File: src/rtl/uart_cmd_rx.sv
// UART receiver that assembles two-byte framed commands {addr, cmd, arg} for the LED manager.
// A high byte (bit7=1) arms the decoder; the next clean low byte completes the 12-bit word.
module uart_cmd_rx #(
    parameter int CLK_HZ = 50_000_000,
    parameter int BAUD   = 115_200
) (
    input  logic        clk,
    input  logic        rst_n,
    input  logic        rx,
    output logic [11:0] cmd_buf,
    output logic        new_cmd,
    output logic        frame_err
);
    localparam int BIT_CLKS  = CLK_HZ / BAUD;
    localparam int HALF_CLKS = BIT_CLKS / 2;
    localparam logic [15:0] BIT_LAST  = 16'(BIT_CLKS - 1);
    localparam logic [15:0] HALF_LAST = 16'(HALF_CLKS - 1);

    typedef enum logic [1:0] {S_IDLE, S_START, S_DATA, S_STOP} state_t;

    state_t      r_state;
    logic        r_rx_meta;
    logic        r_rx_sync;
    logic        r_armed;
    logic [15:0] r_cnt;
    logic [2:0]  r_bit_idx;
    logic [7:0]  r_shift;
    logic        r_pending;
    logic [6:0]  r_stored;
    logic [11:0] r_cmd_buf;
    logic        r_new_cmd;
    logic        r_frame_err;

    assign cmd_buf   = r_cmd_buf;
    assign new_cmd   = r_new_cmd;
    assign frame_err = r_frame_err;

    always_ff @(posedge clk or negedge rst_n) begin
        if (!rst_n) begin
            r_state     <= S_IDLE;
            r_rx_meta   <= 1'b1;
            r_rx_sync   <= 1'b1;
            r_armed     <= 1'b1;
            r_cnt       <= '0;
            r_bit_idx   <= '0;
            r_shift     <= '0;
            r_pending   <= 1'b0;
            r_stored    <= '0;
            r_cmd_buf   <= '0;
            r_new_cmd   <= 1'b0;
            r_frame_err <= 1'b0;
        end else begin
            r_rx_meta   <= rx;
            r_rx_sync   <= r_rx_meta;
            r_new_cmd   <= 1'b0;
            r_frame_err <= 1'b0;
            case (r_state)
                S_IDLE: begin
                    r_cnt     <= '0;
                    r_bit_idx <= '0;
                    // After a framing error the line must go high before a new start is accepted
                    if (r_rx_sync) begin
                        r_armed <= 1'b1;
                    end else if (r_armed) begin
                        r_state <= S_START;
                    end
                end
                S_START: begin
                    if (r_cnt == HALF_LAST) begin
                        r_cnt   <= '0;
                        r_state <= r_rx_sync ? S_IDLE : S_DATA;
                    end else begin
                        r_cnt <= r_cnt + 16'd1;
                    end
                end
                S_DATA: begin
                    if (r_cnt == BIT_LAST) begin
                        r_cnt     <= '0;
                        r_shift   <= {r_rx_sync, r_shift[7:1]};
                        r_bit_idx <= r_bit_idx + 3'd1;
                        if (r_bit_idx == 3'd7) begin
                            r_state <= S_STOP;
                        end
                    end else begin
                        r_cnt <= r_cnt + 16'd1;
                    end
                end
                S_STOP: begin
                    if (r_cnt == BIT_LAST) begin
                        r_cnt   <= '0;
                        r_state <= S_IDLE;
                        if (!r_rx_sync) begin
                            r_frame_err <= 1'b1;
                            r_pending   <= 1'b0;
                            r_armed     <= 1'b0;
                        end else if (r_shift[7]) begin
                            r_stored  <= r_shift[6:0];
                            r_pending <= 1'b1;
                        end else if (r_pending && (r_shift[6:5] == 2'b00)) begin
                            r_cmd_buf <= {r_stored, r_shift[4:0]};
                            r_new_cmd <= 1'b1;
                            r_pending <= 1'b0;
                        end else begin
                            r_pending <= 1'b0;
                        end
                    end else begin
                        r_cnt <= r_cnt + 16'd1;
                    end
                end
                default: r_state <= S_IDLE;
            endcase
        end
    end
endmodule
File: config.mk
export PLATFORM = sky130hd
export DESIGN_NAME = uart_cmd_rx
export DESIGN_NICKNAME = d
export VERILOG_FILES = /design/src/rtl/uart_cmd_rx.sv
export SDC_FILE = /design/constraint.sdc
export NUM_CORES = 1
export LEC_CHECK = 0
export BUFFER_PORTS_ARGS = -buffer_cell sky130_fd_sc_hd__buf_4
export CORE_ASPECT_RATIO = 0.8
export CORE_MARGIN = 2
export CORE_UTILIZATION = 55
export DETAILED_ROUTE_END_ITERATION = 12
export GPL_TIMING_DRIVEN = 1
export HOLD_SLACK_MARGIN = 0.02
export PLACE_DENSITY = 0.75
export SLEW_MARGIN = 20
export SYNTH_ARGS = -nofsm -noshare
export SYNTH_HDL_FRONTEND = slang
export SYNTH_SLANG_ARGS = --single-unit
File: constraint.sdc
create_clock -name clk -period 7.5 [get_ports clk]
set_clock_uncertainty 0.05 [all_clocks]
set_input_delay 1.5 -clock clk [delete_from_list [all_inputs] [get_ports clk]]
set_output_delay 1.5 -clock clk [all_outputs]
set_load 0.01 [all_outputs]
==> flow_summary.ini, run 1 <==
[cts]
hold_buffers = 0
post-cts-setup-buffers = 0
clock_sinks = 54
cts_resized = 0
clk_path_buf_depth = 2
cts_tree = yes
cts-root-buf = clkbuf_8
cts.clk_slew.worst_paths_ns = 0.10
cts.htree.levels = 2
insertion_delay_ns = 0.31
cts_buffers = 5

[setup_path]
critPathLaunchType = flop
endpoint_kind = flop
cp.required_ns = 7.64
worst-path-buf-inv = 0
cp_max_fo = 12
slowest_delay_ns = 0.64
path_delay_family = simple AND/OR/NAND/NOR gates
arrival_ns = 3.09
path_class = reg2reg
crit_chain = or4_4, nor4_1, nand3_1, mux2_1
slowest_stage = nand3_1

[power_and_ir_drop]
p_leak_uw = 0.00126
ir_worst_vdd_v = 0.000159
power_frac_clock_pct = 30.9
pwr-share-seq_pct = 55.3
switching_power_uw = 179
power.internal_uw = 446
combPwrFrac_pct = 13.8
power_density_nw_per_um2 = 233
swShare_pct = 28.6

[run_status]
run_status = finished, final reports clean

[route]
vias_per_cell = 5.63
drtPass1Iterations = 4
vias = 1538
postRouteAntennaNets = 0
wirelength_mm = 4.24
drtIter0Drc = 85
wire_per_inst_um = 15.5
drc_errors = 0

[placement]
placement.io_buffers = 16
dpl.hpwl_mm = 2.96
dp.cells = 265
gp_congestion = 0.806
place_ws_ns = 4.57

[yosys]
syn-cell-area_um2 = 2410
syn_area_per_cell_um2 = 12.1
synth_warnings = 0
synthCells = 199
ys_seq_area_share_pct = 56.1
ys.flop_type = dfrtp_1
async_reset_ff_share_pct = 100
yosys_register_bits = 54
ys_types = 39
synth_edf_count = 0
synthesis.nets = 207

[run]
drv_cap = 0

[sta]
finalSetupViolCount = 0
holdWs_ns = 0.308
tightest_slew_ns = 0.712
setup_tns_ns = 0
report.final.slew_viol_count = 0
hold_viol = 0
worst_slack_ns = 4.55
fin_crit_ns = 2.95
rsz0062_at_grt = false
relSlewSlack_pct = 52.5
max_freq_mhz = 339
finalCritPeriodShare_pct = 39.3

[final_layout]
nNetsFinal = 223
layout_commonest_cell = dfrtp_1
final_cell_mix = dfrtp_1, nor2_1, mux2_2
fill_cells = 339
final_layout_size_suffix_gt1_share_pct = 26.4
utilization_pct = 63.7
final_cells = 273
syn_to_final_growth_pct = 11.0
n_antenna_cell = 0

[floorplan]
initial_core_util_pct = 57.4
placeableCoreArea_um2 = 4200
core.rowCount = 21
die_x_um = 78.1
ios = 17
die_area_um2 = 4940
die_h_um = 63.3

[grt]
grt_pass1_wl_mm = 7.60
grt_overflow = 0
antenna_found_initial = 0
grt.busiest_layer = met2
grt_max_degree = 55
met1_usage_pct = 27.9
grt_pass1_vias = 1542
global_route.usage.met3_pct = 4.58
grt_usage_pct = 19.7
met2_usage_pct = 30.3

[min_path]
min_path_type = reg2reg
## layer usage
| layer | share of wire, % | vias up |
|---|---|---|
| met5 | 0 | - |
| met4 | 1.6 | 0 |
| met3 | 4.3 | 8 |
| met2 | 46 | 35 |
| met1 | 48 | 770 |
| li1 | - | 725 |
## final cells by class
| type | instances | area, um2 | share of cell area [%] |
|---|---|---|---|
| Sequential cell | 54 | 1360 | 50.6 |
| Multi-Input combinational cell | 132 | 1000 | 37.3 |
| Timing Repair Buffer | 16 | 120 | 4.48 |
| Clock buffer | 6 | 72.6 | 2.71 |
| Tap cell | 57 | 71.3 | 2.66 |
| Clock inverter | 2 | 37.5 | 1.40 |
| Inverter | 6 | 22.5 | 0.840 |
## worst register-to-register path, delay by kind of cell (launching register included)
family	cells	cell delay, ns
DFF	1	0.44
muxes	1	0.52
and+or+nand+nor	3	1.82
## state kept, by name, summed over array words and instances, names as in the netlist, named ones only
signal / count
r_rx_sync: 1
r_rx_meta: 1
r_state: 1
r_shift: 8
cmd_buf: 12
r_bit_idx: 3
new_cmd: 1
r_armed: 1
r_stored: 7
r_cnt: 16
r_pending: 1
frame_err: 1
## metrics by stage
stage,total power (uW),cell area [um2]
global route,657,2680
global placement,429,2570
detailed placement,437,2570
finish,625,2680
CTS,628,2680
floorplan,412,2410
## path summary, 6_finish.rpt
kind | start | endpoint | slack (ns) | cells after the start
setup / recovery | r_cnt[12]$_DFF_PN0_ | cmd_buf[2]$_DFFE_PN0P_ | 4.55 | 4
hold / removal | r_rx_meta$_DFF_PN1_ | r_rx_sync$_DFF_PN1_ | 0.31 | 0
setup reg to reg | r_cnt[12]$_DFF_PN0_ | cmd_buf[2]$_DFFE_PN0P_ | 4.55 | 4
hold reg to reg | r_rx_meta$_DFF_PN1_ | r_rx_sync$_DFF_PN1_ | 0.31 | 0
max in group asynchronous | rst_n | r_pending$_DFFE_PN0P_ | 5.81 | 1
min in group asynchronous | rst_n | r_shift[0]$_DFFE_PN0P_ | 1.16 | 1
## cell usage after synthesis, types with 2 or more instances
| cell type | n | area share (%) |
|---|---|---|
| dfrtp_1 | 51 | 53 |
| nor2_1 | 20 | 3.1 |
| mux2_2 | 19 | 8.9 |
| nand2_1 | 15 | 2.3 |
| xnor2_1 | 12 | 4.4 |
| nand3_1 | 10 | 2.1 |
| mux2_4 | 7 | 4.4 |
| inv_1 | 6 | 0.93 |
| nor4_1 | 6 | 1.6 |
| ha_1 | 5 | 2.6 |
| clkbuf_1 | 4 | 0.62 |
| nor3_1 | 4 | 0.83 |
| dfstp_2 | 3 | 3.3 |
| nand4_1 | 3 | 0.78 |
| o21ai_0 | 3 | 0.62 |
| or4_4 | 3 | 1.4 |
| a21oi_1 | 2 | 0.41 |
| and3_1 | 2 | 0.52 |
| nor2b_1 | 2 | 0.52 |
| o211ai_1 | 2 | 0.62 |
| xor2_1 | 2 | 0.73 |
## logic make-up (layout without fill, tap and decap cells)
family          count (synthesis)  count (layout)  share of synthesized area (%)
fa+ha+maj                       5               5                           2.59
compound gates                 11              11                           3.27
buf+inv                        13              30                           2.38
xor+xnor                       14              14                           5.08
flops                          54              54                           56.1
mux                            28              28                           14.1
simple gates                   74              74                           16.4
## power groups by stage
stage               registers [uW]  clock network, uW  logic, uW
floorplan                      333                  0       78.8
global placement               348                  0       81.1
detailed placement             351                  0       86.1
CTS                            346                196       86.5
global route                   350                208       98.1
finish                         346                193       86.4
No activity file was read; power rests on OpenSTA's default activity.
==> run 2, diff against run 1 <==
--- a/config.mk
+++ b/config.mk
@@ -8,7 +8,7 @@
 export BUFFER_PORTS_ARGS = -buffer_cell sky130_fd_sc_hd__buf_4
 export CORE_ASPECT_RATIO = 0.8
 export CORE_MARGIN = 2
-export CORE_UTILIZATION = 55
+export CORE_UTILIZATION = 53
 export DETAILED_ROUTE_END_ITERATION = 12
 export GPL_TIMING_DRIVEN = 1
 export HOLD_SLACK_MARGIN = 0.02
==> constraint.sdc (replaced) <==
create_clock -name clk -period 2.6 [get_ports clk]
set_clock_uncertainty 0.05 [all_clocks]
set_input_delay 0.52 -clock clk [delete_from_list [all_inputs] [get_ports clk]]
set_output_delay 0.52 -clock clk [all_outputs]
set_load 0.01 [all_outputs]
==> run 2 against run 1 <==
First-iteration DRC count rose by 45%; non-clock buffer count increased by 5; sequential cell count unchanged; sequential share of layout area down 0.93 points; setup slack got worse by 4.4 ns; final area rose by 1.9%; register-to-register slack worse by 4.4 ns; core utilization barely moved; sequential power rose to 2.9 times the previous value; final cell count grew 1.8%.
==> flow_summary.ini, run 2 (synthesis gave the netlist of run 1 again) <==
[run_status]
run_status = finished, final reports clean

[final_layout]
syn_to_final_growth_pct = 13.1
largest_register = r_cnt
layout_commonest_cell = dfrtp_1
multi_input_area_um2 = 1000
largest_register_ffs = 16
final_layout_size_suffix_gt1_share_pct = 28.1
fill_cells = 326
regArea_um2 = 1360
nNetsFinal = 228
n_antenna_cell = 0
final_cell_mix = dfrtp_1, nor2_1, buf_4

[cts]
cts_buffers = 5
clk_path_buf_depth = 2
insertion_delay_ns = 0.30
cts-root-buf = clkbuf_8
post-cts-setup-buffers = 0
hold_buffers = 0
cts_tree = yes
cts_resized = 0
clock_sinks = 54
cts.clk_slew.worst_paths_ns = 0.09
cts.htree.levels = 2

[route]
postRouteAntennaNets = 0
wire_per_inst_um = 14.6
vias_per_cell = 5.57
drtPass1Iterations = 4
topRoutingLayerUsed = met4
wl_met3_um = 142
drc_errors = 0
wl_met1_mm = 1.98
met2_length_mm = 1.89
drtIter0Drc = 123
vias = 1548
wirelength_mm = 4.06

[power_and_ir_drop]
ir_worst_vdd_v = 0.000380
combPwrFrac_pct = 14.3
swShare_pct = 27.8
power_density_nw_per_um2 = 657
finalPower_uw = 1790
power_frac_clock_pct = 30.5
power.internal_uw = 1290
p_leak_uw = 0.00128
pwr-share-seq_pct = 55.2
switching_power_uw = 499

[sta]
fin_crit_ns = 2.48
rsz0062_at_grt = false
report.final.slew_viol_count = 0
setup_tns_ns = 0
tightest_slew_ns = 0.640
finalCritPeriodShare_pct = 95.6
max_freq_mhz = 402
finalSetupViolCount = 0
relSlewSlack_pct = 57.3
hold_viol = 0
holdWs_ns = 0.193

[setup_path]
critPathLaunchType = flop
cp_max_fo = 8
arrival_ns = 2.63
endpoint_kind = flop
path_class = reg2reg
cp.required_ns = 2.74

[min_path]
min_path_type = in2async

[grt]
grt_pass1_wl_mm = 7.23
antenna_found_initial = 0
grt_usage_pct = 18.4
grt_max_degree = 55
grt_overflow = 0
grt_pass1_vias = 1554

[floorplan]
core.rowCount = 21
die_h_um = 64.4
placeableCoreArea_um2 = 4280
ios = 17
die_area_um2 = 5110
die_x_um = 79.4
initial_core_util_pct = 56.4

[placement]
placement.io_buffers = 16
dpl.hpwl_mm = 2.84
gp_congestion = 0.805

[run]
drv_cap = 0
run 2: path summary, 6_finish.rpt:
| path | startpoint | endpoint | slack, ns | cells after the start |
|---|---|---|---|---|
| max | r_cnt[2]$_DFF_PN0_ | r_stored[3]$_DFFE_PN0P_ | 0.12 | 5 |
| min | rst_n | r_bit_idx[2]$_DFFE_PN0P_ | 0.19 | 1 |
| max reg2reg | r_cnt[2]$_DFF_PN0_ | r_stored[3]$_DFFE_PN0P_ | 0.12 | 5 |
| min reg2reg | r_rx_meta$_DFF_PN1_ | r_rx_sync$_DFF_PN1_ | 0.31 | 0 |
| max in group asynchronous | rst_n | r_cnt[3]$_DFF_PN0_ | 1.89 | 1 |
| min in group clk | rx | r_rx_meta$_DFF_PN1_ | 0.27 | 1 |
run 2: area by class of cell:
| class | count | share of cell area, % |
|---|---|---|
| clock buffers | 6 | 2.66 |
| clock inverters | 2 | 1.37 |
| inverters | 6 | 0.825 |
| multi-input cells | 132 | 36.7 |
| flip-flops and latches | 54 | 49.6 |
| well taps | 57 | 2.61 |
| repair buffers | 21 | 6.23 |
run 2: metal layers:
metal,up-vias,track usage [%]
li1,741,-
met4,0,7.33
met1,759,25.3
met2,42,28.3
met5,-,0
met3,6,4.52
run 2: stage by stage:
stage               instance area (um2)  setup slack (ns)  instances  util [%]
CTS                                2730             0.106        278      63.7
global route                       2730            0.0250        278      63.7
global placement                   2620             0.150        270      61.2
detailed placement                 2620             0.111        270      61.2
finish                             2730             0.115        278      63.7
floorplan                          2410            0.0597        199         -
run 2: power by group through the flow:
stage                     Combinational [uW]  Clock, uW  Sequential, uW
after global placement                   245          0            1000
after CTS                                259        557             990
after floorplan                          227          0             961
after detailed placement                 255          0            1010
after global routing                     294        601            1010
final                                    257        547             989
run 2: critical path, stage by stage (launching register included):
cell and delay, ns:
dfrtp_1 0.44, or4_4 0.57, or4_4 0.62, nor3_4 0.24, buf_12 0.16, mux2_4 0.29
